===== config.mk =====
export PLATFORM = sky130hd
export DESIGN_NAME = fpu_div_sf
export DESIGN_NICKNAME = d
export VERILOG_FILES = /design/src/rtl/fpu_div_sf.sv
export SDC_FILE = /design/constraint.sdc
export NUM_CORES = 1
export LEC_CHECK = 0
export ABC_AREA = 1
export CORE_ASPECT_RATIO = 0.5
export CORE_UTILIZATION = 35
export CTS_CLUSTER_DIAMETER = 200
export DETAILED_ROUTE_END_ITERATION = 7
export GPL_ROUTABILITY_DRIVEN = 0
export PLACE_DENSITY = 0.63
export RECOVER_POWER = 50
export SLEW_MARGIN = 10
export SYNTH_ARGS = -nofsm -noshare
export SYNTH_HDL_FRONTEND = slang
export SYNTH_SLANG_ARGS = --single-unit

===== constraint.sdc =====
create_clock -name clock -period 5.6 [get_ports clock]
set_input_delay 1.68 -clock clock [delete_from_list [all_inputs] [get_ports clock]]
set_output_delay 1.68 -clock clock [all_outputs]
set_load 0.005 [all_outputs]

===== src/rtl/fpu_div_sf.sv =====
// Iterative binary32 divider: restoring mantissa division (one quotient bit per
// cycle), round-to-nearest-even, subnormals flushed to zero, start/busy/done handshake.
module fpu_div_sf (
  input  logic        clock,
  input  logic        reset,
  input  logic        exHold,
  input  logic        regStart,
  input  logic [31:0] regValRs,
  input  logic [31:0] regValRt,
  output logic [31:0] regValRo,
  output logic        regBusy,
  output logic        regDone
);

  typedef enum logic [1:0] {
    IDLE  = 2'd0,
    DIV   = 2'd1,
    ROUND = 2'd2,
    DONE  = 2'd3
  } state_t;

  state_t             stateReg, stateNext;
  logic        [24:0] remReg, remNext;
  logic        [23:0] divisorReg, divisorNext;
  logic        [25:0] quotReg, quotNext;
  logic        [4:0]  countReg, countNext;
  logic signed [9:0]  expDiffReg, expDiffNext;
  logic               signReg, signNext;
  logic        [31:0] resultReg, resultNext;

  // Operand classification, index 0 = dividend, index 1 = divisor
  logic [1:0][31:0] opVal;
  logic [1:0]       opZero;
  logic [1:0]       opInf;
  logic [1:0]       opNan;

  assign opVal = {regValRt, regValRs};

  genvar gi;
  generate
    for (gi = 0; gi < 2; gi++) begin : genClass
      assign opZero[gi] = (opVal[gi][30:23] == 8'h00);
      assign opInf[gi]  = (opVal[gi][30:23] == 8'hFF) && (opVal[gi][22:0] == 23'd0);
      assign opNan[gi]  = (opVal[gi][30:23] == 8'hFF) && (opVal[gi][22:0] != 23'd0);
    end
  endgenerate

  logic        startSign;
  logic        isSpecial;
  logic [31:0] specialVal;

  assign startSign = regValRs[31] ^ regValRt[31];

  always_comb begin
    isSpecial  = 1'b1;
    specialVal = 32'h7FC00000;
    if ((|opNan) || (&opZero) || (&opInf)) begin
      specialVal = 32'h7FC00000;
    end else if (opInf[0]) begin
      specialVal = {startSign, 8'hFF, 23'd0};
    end else if (opInf[1]) begin
      specialVal = {startSign, 31'd0};
    end else if (opZero[1]) begin
      specialVal = {startSign, 8'hFF, 23'd0};
    end else if (opZero[0]) begin
      specialVal = {startSign, 31'd0};
    end else begin
      isSpecial = 1'b0;
    end
  end

  // One restoring step: compare, conditionally subtract, shift left
  logic        remGeq;
  logic [24:0] remSel;

  assign remGeq = (remReg >= {1'b0, divisorReg});
  assign remSel = remGeq ? (remReg - {1'b0, divisorReg}) : remReg;

  // Normalisation and rounding of the finished quotient
  logic [23:0]        roundMant;
  logic               roundGuard;
  logic               roundSticky;
  logic               roundUp;
  logic signed [9:0]  expPre;
  logic signed [9:0]  expFinal;
  logic [24:0]        mantSum;
  logic [30:0]        magBits;
  logic [31:0]        roundResult;

  always_comb begin
    if (quotReg[25]) begin
      roundMant   = quotReg[25:2];
      roundGuard  = quotReg[1];
      roundSticky = quotReg[0] | (|remReg);
      expPre      = expDiffReg + 10'sd127;
    end else begin
      roundMant   = quotReg[24:1];
      roundGuard  = quotReg[0];
      roundSticky = |remReg;
      expPre      = expDiffReg + 10'sd126;
    end
    roundUp  = roundGuard & (roundSticky | roundMant[0]);
    mantSum  = {1'b0, roundMant} + {24'd0, roundUp};
    expFinal = expPre + $signed({9'd0, mantSum[24]});
    // The hidden bit (and a rounding carry) ripple straight into the exponent
    // field, so a carry-out yields mantissa 0 with the exponent bumped by one.
    magBits  = {expPre[7:0] - 8'd1, 23'd0} + {6'd0, mantSum};
    if (expFinal <= 10'sd0) begin
      roundResult = {signReg, 31'd0};
    end else if (expFinal >= 10'sd255) begin
      roundResult = {signReg, 8'hFF, 23'd0};
    end else begin
      roundResult = {signReg, magBits};
    end
  end

  logic accept;
  assign accept = regStart && !exHold && ((stateReg == IDLE) || (stateReg == DONE));

  always_comb begin
    stateNext   = stateReg;
    remNext     = remReg;
    divisorNext = divisorReg;
    quotNext    = quotReg;
    countNext   = countReg;
    expDiffNext = expDiffReg;
    signNext    = signReg;
    resultNext  = resultReg;
    if (!exHold) begin
      case (stateReg)
        IDLE, DONE: begin
          if (accept) begin
            if (isSpecial) begin
              resultNext = specialVal;
              stateNext  = DONE;
            end else begin
              remNext     = {2'b01, regValRs[22:0]};
              divisorNext = {1'b1, regValRt[22:0]};
              quotNext    = 26'd0;
              countNext   = 5'd0;
              expDiffNext = $signed({2'b00, regValRs[30:23]}) - $signed({2'b00, regValRt[30:23]});
              signNext    = startSign;
              stateNext   = DIV;
            end
          end else begin
            stateNext = IDLE;
          end
        end
        DIV: begin
          quotNext  = {quotReg[24:0], remGeq};
          remNext   = remSel << 1;
          countNext = countReg + 5'd1;
          if (countReg == 5'd25) begin
            stateNext = ROUND;
          end
        end
        ROUND: begin
          resultNext = roundResult;
          stateNext  = DONE;
        end
        default: stateNext = IDLE;
      endcase
    end
  end

  always_ff @(posedge clock or posedge reset) begin
    if (reset) begin
      stateReg   <= IDLE;
      remReg     <= 25'd0;
      divisorReg <= 24'd0;
      quotReg    <= 26'd0;
      countReg   <= 5'd0;
      expDiffReg <= 10'sd0;
      signReg    <= 1'b0;
      resultReg  <= 32'd0;
    end else begin
      stateReg   <= stateNext;
      remReg     <= remNext;
      divisorReg <= divisorNext;
      quotReg    <= quotNext;
      countReg   <= countNext;
      expDiffReg <= expDiffNext;
      signReg    <= signNext;
      resultReg  <= resultNext;
    end
  end

  assign regValRo = resultReg;
  assign regBusy  = (stateReg == DIV) || (stateReg == ROUND);
  assign regDone  = (stateReg == DONE);

endmodule


==> metrics, run 1 <==
cts bufs inserted=17; Worst Tran Pin Value=between 2 and 3 ns; maxcap violations=1; CTS tree=done; final core occ=0.437; Die ar.=roughly 0.028 mm²; startpoint class of the critical path=flop; Sw Ratio=0.484; crit path time final=about 4.7 ns; static leakage=between 5 and 6 nW; Cell variety after synth=50; deepest clock path buffer count=2; status=complete, but fails checks; Worst slew margin=-0.963; Hold Fails Final Rpt=0; post_cts resized=0; Psw=around 0.0029 W; Synth top area share=0.330; Reg clk slew, reported paths=0.06 ns; area grow syn2layout=19.9%; RSZ-0062 raised after global routing=false; Hold Buf Count CTS=0; reg2reg setup slack=0.85 ns; Clock power frac=0.178; Post-synth EDFFs=0; r2r endpoint=regValRo[10]$_DFFE_PP0P_; First-pass DRT Iterations=7; Synth Cell Area=0.00941 mm²; placed instance area=0.0107 mm²; WL final=~25000 µm; worst setup path end=regValRo[10]$_DFFE_PP0P_; Worst Path Max Fanout=21; row count=41; Setup Total Neg Slack=0 ns; clk root buf=clkbuf_16; Synthesized Nets=about 1500; Post-CTS Repair Setup Buffers=0; Initial Utilization=0.365; share of cells above drive strength 1=0.0761; Yosys warning count=0; largest net degree at the start of global routing=77; CP startpoint=quotReg[25]$_DFFE_PP0P_; WP data required=~6 ns; Setup-failing EPs final=0; sequential share of the synthesized area=0.330; # H-tree levels=4; DR vias/cell=about 5.0; # port buffers=about 100; critical path endpoint category=flop; top-count cell post-synth=nand2_1; sequential share of power=0.230; maximum VDD drop=0.268 mV; Mapped Cells=between 1000 and 1500; wire per inst=around 14 µm; Final Max Tran Viols=77; Detail Route Antenna Nets=0; DRT iter0 DRCs=788; Post-Syn Area per Cell=7.00 µm²; reg2reg start=quotReg[25]$_DFFE_PP0P_; HPWL Detailed=approximately 19000 µm; register bit total from synthesis=about 120; first-pass GRT wire length=42000 µm; Vias=between 8000 and 9000; design area=~0.011 mm²; hold path start=divisorReg[23]$_DFFE_PP0P_; hold path depth=2; combinational share of power=0.592; crit path DAT=approximately 5.1 ns; Die Wd=234 µm; Worst R2R Path Depth=23; Clock Sinks=124; Synth Flop Type=dfrtp_1; Max Clk Rate=around 210 MHz; Die Span Y=118 µm; Skew-Pair Late Insertion Delay=roughly 0.43 ns; # IOs=around 100; Total Routing Usage GR=0.188; most frequent cells after synthesis=nand2_1 (390), inv_1 (176), dfrtp_1 (124); Cell Pwr Density=~540 mW/mm²; clock skew after layout=about 0.0085 ns; grt total ovfl=0; total core area=around 0.026 mm²; cell taking the most area after synthesis=dfrtp_1; failing checks=DRC, capacitance limit, slew limit; number of global-route vias before repair=around 9000; Final nets=1550; ys async rst share=1.00; Final period util=0.848; DRC Markers=5; Min-Delay Path Class=reg -> reg; Internal Power=0.00312 W; initial antenna violation count=0; ranking of synthesized cells by area=dfrtp_1 (33%), nand2_1 (16%), inv_1 (7.0%), ha_1 (6.1%), o21ai_0 (4.7%); WS Path Type=reg -> reg; ANT cells=0
layout make-up:
cell class / instances / area [µm²]
fill: 2589 / 14500
multi-input combinational: 993 / 5390
sequential: 124 / 3100
timing repair buffer: 110 / 1090
inverter: 187 / 702
clock buffer: 20 / 447
tap: 344 / 430
clock inverter: 11 / 121
power groups by stage:
stage                     Clock (W)  Sequential, W  Combinational [W]
after CTS                   0.00109        0.00139            0.00358
after detailed placement          0        0.00140            0.00355
final                       0.00108        0.00139            0.00358
after global routing        0.00114        0.00143            0.00402
after floorplan                   0        0.00135            0.00269
after global placement            0        0.00140            0.00349
how the worst min path moves through the flow:
stage	end	slack [ns]
after floorplan	divisorReg[23]$_DFFE_PP0P_	0.43
after global placement	divisorReg[23]$_DFFE_PP0P_	0.45
after detailed placement	divisorReg[23]$_DFFE_PP0P_	0.45
after CTS	divisorReg[23]$_DFFE_PP0P_	0.46
after global routing	divisorReg[23]$_DFFE_PP0P_	0.50
final	divisorReg[23]$_DFFE_PP0P_	0.47
per-layer routing:
layer / vias up / global-route usage / share of wire
met1: 4151 / 0.246 / 0.47
met2: 214 / 0.311 / 0.47
met4: 0 / 0.0536 / 0.015
met3: 33 / 0.0371 / 0.043
met5: - / 0 / 0
li1: 4531 / - / -
state kept, by name, summed over array words and instances, names as in the netlist:
signal / count
countReg: 5
divisorReg: 24
expDiffReg: 9
quotReg: 26
regValRo: 32
remReg: 25
signReg: 1
stateReg: 2
cells in the final DEF, fill, tap and decap left out, types with 3 or more instances in the layout:
| master | instances |
|---|---|
| nand2_1 | 390 |
| inv_1 | 176 |
| dfrtp_1 | 124 |
| nor2_1 | 99 |
| o21ai_0 | 89 |
| clkdlybuf4s50_1 | 83 |
| nand3_1 | 65 |
| a21oi_1 | 62 |
| ha_1 | 46 |
| xor2_1 | 36 |
| nand3_2 | 27 |
| o22ai_1 | 27 |
| nor3_1 | 20 |
| nand4_1 | 20 |
| dlygate4sd3_1 | 18 |
| clkbuf_16 | 17 |
| nor4_1 | 13 |
| xnor2_1 | 12 |
| inv_2 | 9 |
| nand2_2 | 9 |
| or2_2 | 7 |
| o21ai_1 | 7 |
| o21bai_1 | 6 |
| buf_4 | 6 |
| nand3b_1 | 5 |
| a31oi_1 | 5 |
| o211ai_1 | 5 |
| clkinvlp_4 | 5 |
| nor2_4 | 4 |
| a21o_1 | 4 |
| nand2_4 | 3 |
| nor2_2 | 3 |
| xor2_2 | 3 |
| nor3_2 | 3 |
| o31ai_1 | 3 |
| fa_1 | 3 |
| clkinv_2 | 3 |
logic make-up (layout without fill, tap and decap cells):
logic type      count (synthesis)  count (layout)  share of synthesized area
mux                             2               2                    0.00213
flops                         124             124                      0.330
fa+ha+maj                      49              49                     0.0676
simple gates                  673             673                      0.323
compound gates                218             218                      0.130
buf+inv                       227             328                     0.0984
xor+xnor                       51              51                     0.0499
worst max-delay path: stages (launching register included):
cell     delay (ns)
dfrtp_1        0.71
o21ai_0        0.21
nor2_1         0.22
ha_1           0.22
nand3_1        0.09
nor2_1         0.22
nand3_1        0.16
nor3_1         0.21
nand4_1        0.13
nor2_2         0.16
nand4_1        0.20
inv_1          0.15
ha_1           0.18
inv_1          0.04
nor2_1         0.15
nand3_2        0.15
nor2_4         0.13
nand3_2        0.10
o21ai_2        0.19
nand2_1        0.09
nor2_2         0.52
buf_12         0.26
nand3_2        0.09
nand2_1        0.10
metrics by stage:
stage | total power [W] | hold WS (ns) | worst slack, ns | std cells
2_1_floorplan | 0.00404 | 0.426 | 0.621 | 1344
6_report | 0.00604 | 0.465 | 0.851 | 1789
3_5_place_dp | 0.00495 | 0.450 | 0.613 | 1758
5_1_grt | 0.00659 | 0.496 | 0.187 | 1789
4_1_cts | 0.00606 | 0.464 | 0.826 | 1789
3_3_place_gp | 0.00488 | 0.447 | 0.671 | 1758
No activity file was read; power rests on OpenSTA's default activity.
==> run 2: changes to the inputs <==
==> constraint.sdc (replaced) <==
create_clock -name clock -period 4.61 [get_ports clock]
set_input_delay 1.383 -clock clock [delete_from_list [all_inputs] [get_ports clock]]
set_output_delay 1.383 -clock clock [all_outputs]
set_load 0.005 [all_outputs]
==> run 2 against run 1 <==
Net effect:
- the run still ends with DRC, capacitance limit, slew limit left
- critical endpoint is now regValRo[22]$_DFFE_PP0P_
- first-iteration DRC count shrank 21%
- non-clock buffer count grew 11
- die area did not move
- flip-flop and latch count unchanged
- total power increased by 24%
- count of clock-buffer cells in the layout shrank 2
- global-route usage is 0.17 points lower
- core utilization increased by 0.73 points
- sequential power increased by 22%
- wire length is 0.70% lower
==> metrics, run 2 (synthesis results as in run 1) <==
Setup-failing EPs final=0 (unchanged); Cell Pwr Density=655 mW/mm² (+22%); first-pass GRT wire length=41300 µm (-1.5%); initial antenna violation count=0 (unchanged); # IOs=102 (unchanged); HPWL Detailed=19000 µm (-0.64%); deepest clock path buffer count=2 (unchanged); Die Wd=234 µm (unchanged); Total Routing Usage GR=0.186 (-0.00174); Hold Fails Final Rpt=0 (unchanged); total core area=0.0258 mm² (unchanged); WP data required=4.97 ns (-0.99 ns); maximum VDD drop=0.317 mV (+18%); failing checks=DRC, capacitance limit, slew limit; Worst Tran Pin Value=2.20 ns (-0.740 ns); First-pass DRT Iterations=7 (unchanged); WP depth=24 (+4.3%); WHS=0.476 ns (+0.0108 ns); DRC Markers=1 (-4); WL final=24900 µm (-0.70%); Worst Path Max Fanout=23 (+9.5%); clk root buf=clkbuf_16; Initial Utilization=0.365 (unchanged); wire per inst=13.8 µm (-1.4%); maxcap violations=1 (unchanged); Detail Route Antenna Nets=0 (unchanged); Worst R2R Path Depth=24 (+4.3%); Final Max Tran Viols=46 (-40%); startpoint class of the critical path=flop; RSZ-0062 raised after global routing=false; final core occ=0.444 (+0.00732); Final period util=0.888 (+0.0399); cts bufs inserted=17 (unchanged); # port buffers=101 (unchanged); Final nets=1562 (+0.77%); Critical Path Most Common Cell=nand4_1; ANT cells=0 (unchanged); area grow syn2layout=21.9%; crit path time final=4.09 ns (-0.656 ns); # H-tree levels=4 (unchanged); most common cell after layout, fill and taps aside=nand2_1; design area=0.0115 mm² (+1.7%); Crit path max-delay family=simple AND/OR/NAND/NOR gates; DRT iter0 DRCs=623 (-21%); share of cells above drive strength 1=0.0837 (+0.00761); clock skew after layout=0.00899 ns (+0.000504 ns); placed instance area=0.0108 mm² (+0.83%); largest net degree at the start of global routing=47 (-39%); crit-path cells=buf_4 > nand2_1 > o21ai_1 > ha_1 > nand3_1 > nor2_1 > nand3_1 > nor3_1 > nand4_1 > nor2_2 > nand4_1 > inv_1 > ha_1 > inv_1 > nor2_1 > nand3_2 > nor2_4 > nand3_2 > o21ai_2 > nand2_1 > nor2_2 > buf_12 > nand4_1 > a21oi_1; number of global-route vias before repair=8483 (-3.4%); Skew-Pair Late Insertion Delay=0.44 ns (about the same); Clock Sinks=124 (unchanged); max reg flops=32 (unchanged); status=complete, but fails checks; static leakage=5.52 nW (+1.3%); Design Power=0.00751 W (+24%); CTS tree=done; DR vias/cell=4.93 (-1.2%); commonest non-fill, non-tap cells in the layout=nand2_1 (390), inv_1 (175), dfrtp_1 (124), nor2_1 (99), o21ai_0 (89); hold path depth=2 (unchanged); slowest cell on the critical path=dfrtp_1; grt total ovfl=0 (unchanged); critical path endpoint category=flop; Max Clk Rate=244 MHz (+16%); WS Path Type=reg -> reg; Min-Delay Path Class=reg -> reg; Die Span Y=118 µm (unchanged); Vias=8884 (-0.50%); slowest stage delay, CP=0.43 ns (-0.28 ns); row count=41 (unchanged); Worst slew margin=-0.476 (+0.487); Setup Total Neg Slack=0 ns (unchanged); crit path DAT=4.45 ns (-0.66 ns); Reg clk slew, reported paths=0.06 ns (about the same); Die ar.=0.0276 mm² (unchanged); Filler Cell Count=2569 (-0.77%); crit path buf inv count=4 (+1)
==> run 2: power by group <==
part / internal [W] / switching [W]
clock network: 0.000918 / 0.000523
registers: 0.00144 / 0.000247
logic: 0.00159 / 0.00280
==> run 2: tightest hold or removal path: stages, from the launching register on <==
cell     delay, ns
dfrtp_1       0.34
nand2_1       0.05
nand2_1       0.05
==> run 2: routing by layer <==
metal  global-route usage  wire length [µm]  up-vias
li1                     -                 -     4566
met1                0.251             11800     4093
met2                0.294             11300      191
met3               0.0349              1130       34
met4               0.0682               603        0
met5                    0                 0        -
==> run 2: area by class of cell <==
type	count	area [µm²]	area share
Inverter	187	706	0.0615
Tap cell	344	430	0.0375
Multi-Input combinational cell	994	5400	0.471
Clock buffer	18	439	0.0383
Timing Repair Buffer	121	1200	0.105
Sequential cell	124	3100	0.271
Clock inverter	13	193	0.0168
==> run 2: repair_timing <==
item	4_1_cts	5_1_grt
hold endpoints to repair	0	0
hold buffers	0	0
resized for setup	0	2
buffers inserted	0	2
endpoints found under the setup margin	0	23
==> run 2: worst paths after layout <==
path,start,endpoint,slack (ns)
min in group asynchronous,reset,regValRo[27]$_DFFE_PP0P_,1.98
worst min-delay path,regValRo[11]$_DFFE_PP0P_,regValRo[11]$_DFFE_PP0P_,0.48
worst min register to register,regValRo[11]$_DFFE_PP0P_,regValRo[11]$_DFFE_PP0P_,0.48
max in group asynchronous,reset,divisorReg[10]$_DFFE_PP0P_,0.79
worst max register to register,quotReg[25]$_DFFE_PP0P_,regValRo[22]$_DFFE_PP0P_,0.52
worst max-delay path,quotReg[25]$_DFFE_PP0P_,regValRo[22]$_DFFE_PP0P_,0.52
==> run 2: metrics by stage <==
stage               cells  worst slack [ns]
CTS                  1798             0.255
floorplan            1344             0.970
global placement     1767             0.352
global route         1801            0.0160
detailed placement   1767             0.261
finish               1801             0.517
==> run 3: changes to the inputs <==
--- a/config.mk
+++ b/config.mk
@@ -7,6 +7,7 @@
 export LEC_CHECK = 0
 export ABC_AREA = 1
 export CORE_ASPECT_RATIO = 0.5
+export CORE_MARGIN = 1.5
 export CORE_UTILIZATION = 35
 export CTS_CLUSTER_DIAMETER = 200
 export DETAILED_ROUTE_END_ITERATION = 7
==> constraint.sdc (replaced) <==
create_clock -name clock -period 4.61 [get_ports clock]
set_input_delay 0.461 -clock clock [delete_from_list [all_inputs] [get_ports clock]]
set_output_delay 0.461 -clock clock [all_outputs]
set_load 0.005 [all_outputs]
==> run 3 against run 2 <==
Net effect:
- highest routed layer unchanged
- largest cell class unchanged
- sequential share of layout area hardly changed
- sequential power hardly changed
- the run ends with capacitance limit, slew limit left
- total power is 1.2% lower
- final area hardly changed
==> metrics, run 3 (synthesis results as in run 1) <==
CP startpoint=quotReg[25]$_DFFE_PP0P_; Min-Delay Path Class=reg -> reg; DR vias/cell=4.82 (-2.4%); Final period util=0.915 (+0.0273); number of global-route vias before repair=8360 (-1.4%); row count=42 (+2.4%); sequential cell area=0.00310 mm² (unchanged); Cell Pwr Density=647 mW/mm² (-1.2%); wire per inst=13.6 µm (-1.2%); static leakage=5.52 nW (about the same); Filler Cell Count=2735 (+6.5%); Crit path max-delay family=simple AND/OR/NAND/NOR gates; Total Routing Usage GR=0.184 (-0.00239); final core occ=0.434 (-0.0104); initial antenna violation count=0 (unchanged); Setup-failing EPs final=0 (unchanged); share of cells above drive strength 1=0.0906 (+0.00686); Skew-Pair Late Insertion Delay=0.44 ns (about the same); Vias=8713 (-1.9%); Initial Utilization=0.356 (-0.00868); Worst slew margin=-1.03 (-0.551); cts bufs inserted=17 (unchanged); Worst Path Max Fanout=22 (-4.3%); most common cell after layout, fill and taps aside=nand2_1; Final nets=1561 (-0.064%); largest net degree at the start of global routing=69 (+47%); crit path DAT=4.58 ns (+0.13 ns); clk root buf=clkbuf_16; first-pass GRT wire length=41600 µm (+0.67%); Worst Tran Pin Value=3.02 ns (+0.822 ns); slowest stage delay, CP=0.42 ns (about the same); Detail Route Antenna Nets=0 (unchanged); status=complete, but fails checks; Die Span Y=119 µm (+0.85%); Die Wd=235 µm (+0.43%); slowest cell on the critical path=dfrtp_1; maxcap violations=1 (unchanged); Max Clk Rate=237 MHz (-3.0%); Die ar.=0.0279 mm² (+1.3%); failing checks=capacitance limit, slew limit; deepest clock path buffer count=2 (unchanged); Hold Fails Final Rpt=0 (unchanged); clock skew after layout=0.0165 ns (+0.00754 ns); area grow syn2layout=22.0% (about the same); # IOs=102 (unchanged); # port buffers=101 (unchanged); hold path start=divisorReg[23]$_DFFE_PP0P_; crit path buf inv count=4 (unchanged); WS Path Type=reg -> reg; critical path endpoint category=flop; placed instance area=0.0107 mm² (-0.71%); multi-input logic area=0.00543 mm² (+0.65%); Reg clk slew, reported paths=0.06 ns (about the same); WP data required=4.97 ns (about the same); DRT iter0 DRCs=538 (-14%); ANT cells=0 (unchanged); total core area=0.0264 mm² (+2.4%); design area=0.0115 mm² (about the same); startpoint class of the critical path=flop; grt total ovfl=0 (unchanged); WL final=24700 µm (-0.77%); max reg flops=32 (unchanged); maximum VDD drop=0.318 mV (+0.31%); crit path time final=4.22 ns (+0.126 ns); Final Max Tran Viols=69 (+50%); DRC Markers=0 (-1); HPWL Detailed=18500 µm (-2.6%); # H-tree levels=4 (unchanged); Clock Sinks=124 (unchanged); CTS tree=done; commonest non-fill, non-tap cells in the layout=nand2_1 (390), inv_1 (175), dfrtp_1 (124), nor2_1 (95), o21ai_0 (89); First-pass DRT Iterations=5 (-2); reg2reg start=quotReg[25]$_DFFE_PP0P_; Hold Buf Count CTS=0 (unchanged)
-- run 3: cell count changes in the layout (fill, tap and decap cells not counted), moves of 2 or more --
cell,delta
nor2_2,+2
ha_2,+2
nor2_4,+2
buf_12,-2
ha_1,-2
clkinv_2,+2
clkbuf_1,-2
nor2_1,-4
-- run 3: layer usage --
layer  part of all wire  track usage  wire length [µm]  vias up
met4              0.019       0.0556               464        0
li1                   -            -                 -     4561
met1               0.49        0.248             12100     3970
met3              0.035       0.0362               853       28
met5                  0            0                 0        -
met2               0.46        0.297             11300      154
-- run 3: final cells by class --
class	count	share of cell area
tap	352	0.0384
inverter	187	0.0615
timing repair buffer	120	0.103
multi-input combinational	994	0.473
clock buffer	18	0.0383
sequential	124	0.270
clock inverter	14	0.0149
-- run 3: timing repair --
item                                    CTS  global route
gates resized for setup                   0            13
pin swaps                                 1             9
cloned                                    0             1
setup buffers                             0             8
endpoints found under the setup margin    1            25
endpoints found under the hold margin     0             0
-- run 3: final timing paths --
kind | endpoint | slack (ns) | depth (start not counted)
setup reg to reg | regValRo[21]$_DFFE_PP0P_ | 0.39 | 25
min in group asynchronous | quotReg[17]$_DFFE_PP0P_ | 1.34 | 2
setup / recovery | regValRo[21]$_DFFE_PP0P_ | 0.39 | 25
hold reg to reg | divisorReg[23]$_DFFE_PP0P_ | 0.47 | 2
hold / removal | divisorReg[23]$_DFFE_PP0P_ | 0.47 | 2
max in group asynchronous | regValRo[24]$_DFFE_PP0P_ | 1.50 | 3
-- run 3: worst reg2reg max path: stages, from the launching register on --
cell	delay [ns]
dfrtp_1	0.42
buf_4	0.19
nand2_1	0.10
o21ai_0	0.11
nor2_1	0.25
ha_2	0.23
nand3_1	0.12
nor2_4	0.17
nand3_2	0.11
nor3_2	0.21
nand4_1	0.12
nor2_2	0.19
nand4_1	0.15
inv_1	0.11
ha_1	0.18
inv_1	0.05
nor2_2	0.13
nand3_2	0.13
nor2_4	0.13
nand3_2	0.09
o21ai_2	0.19
nand2_1	0.12
nor2_4	0.22
buf_8	0.26
nand3_1	0.11
nand2_1	0.06
-- run 3: report_power, final --
part,total [W],internal [W],switching (W)
registers,0.00169,0.00144,0.000251
logic,0.00434,0.00156,0.00278
clock network,0.00139,0.000862,0.000527
total,0.00742,0.00386,0.00356
-- run 3: per-stage QoR --
step                TNS [ns]  cells  power (W)  setup WS (ns)  hold slack [ns]
floorplan                  0   1344    0.00491          0.850            0.426
global placement           0   1768    0.00598          0.233            0.443
detailed placement         0   1768    0.00598         0.0783            0.445
CTS                        0   1800    0.00742         0.0188            0.467
global route          -0.137   1809    0.00814        -0.0286            0.490
finish                     0   1809    0.00742          0.391            0.471
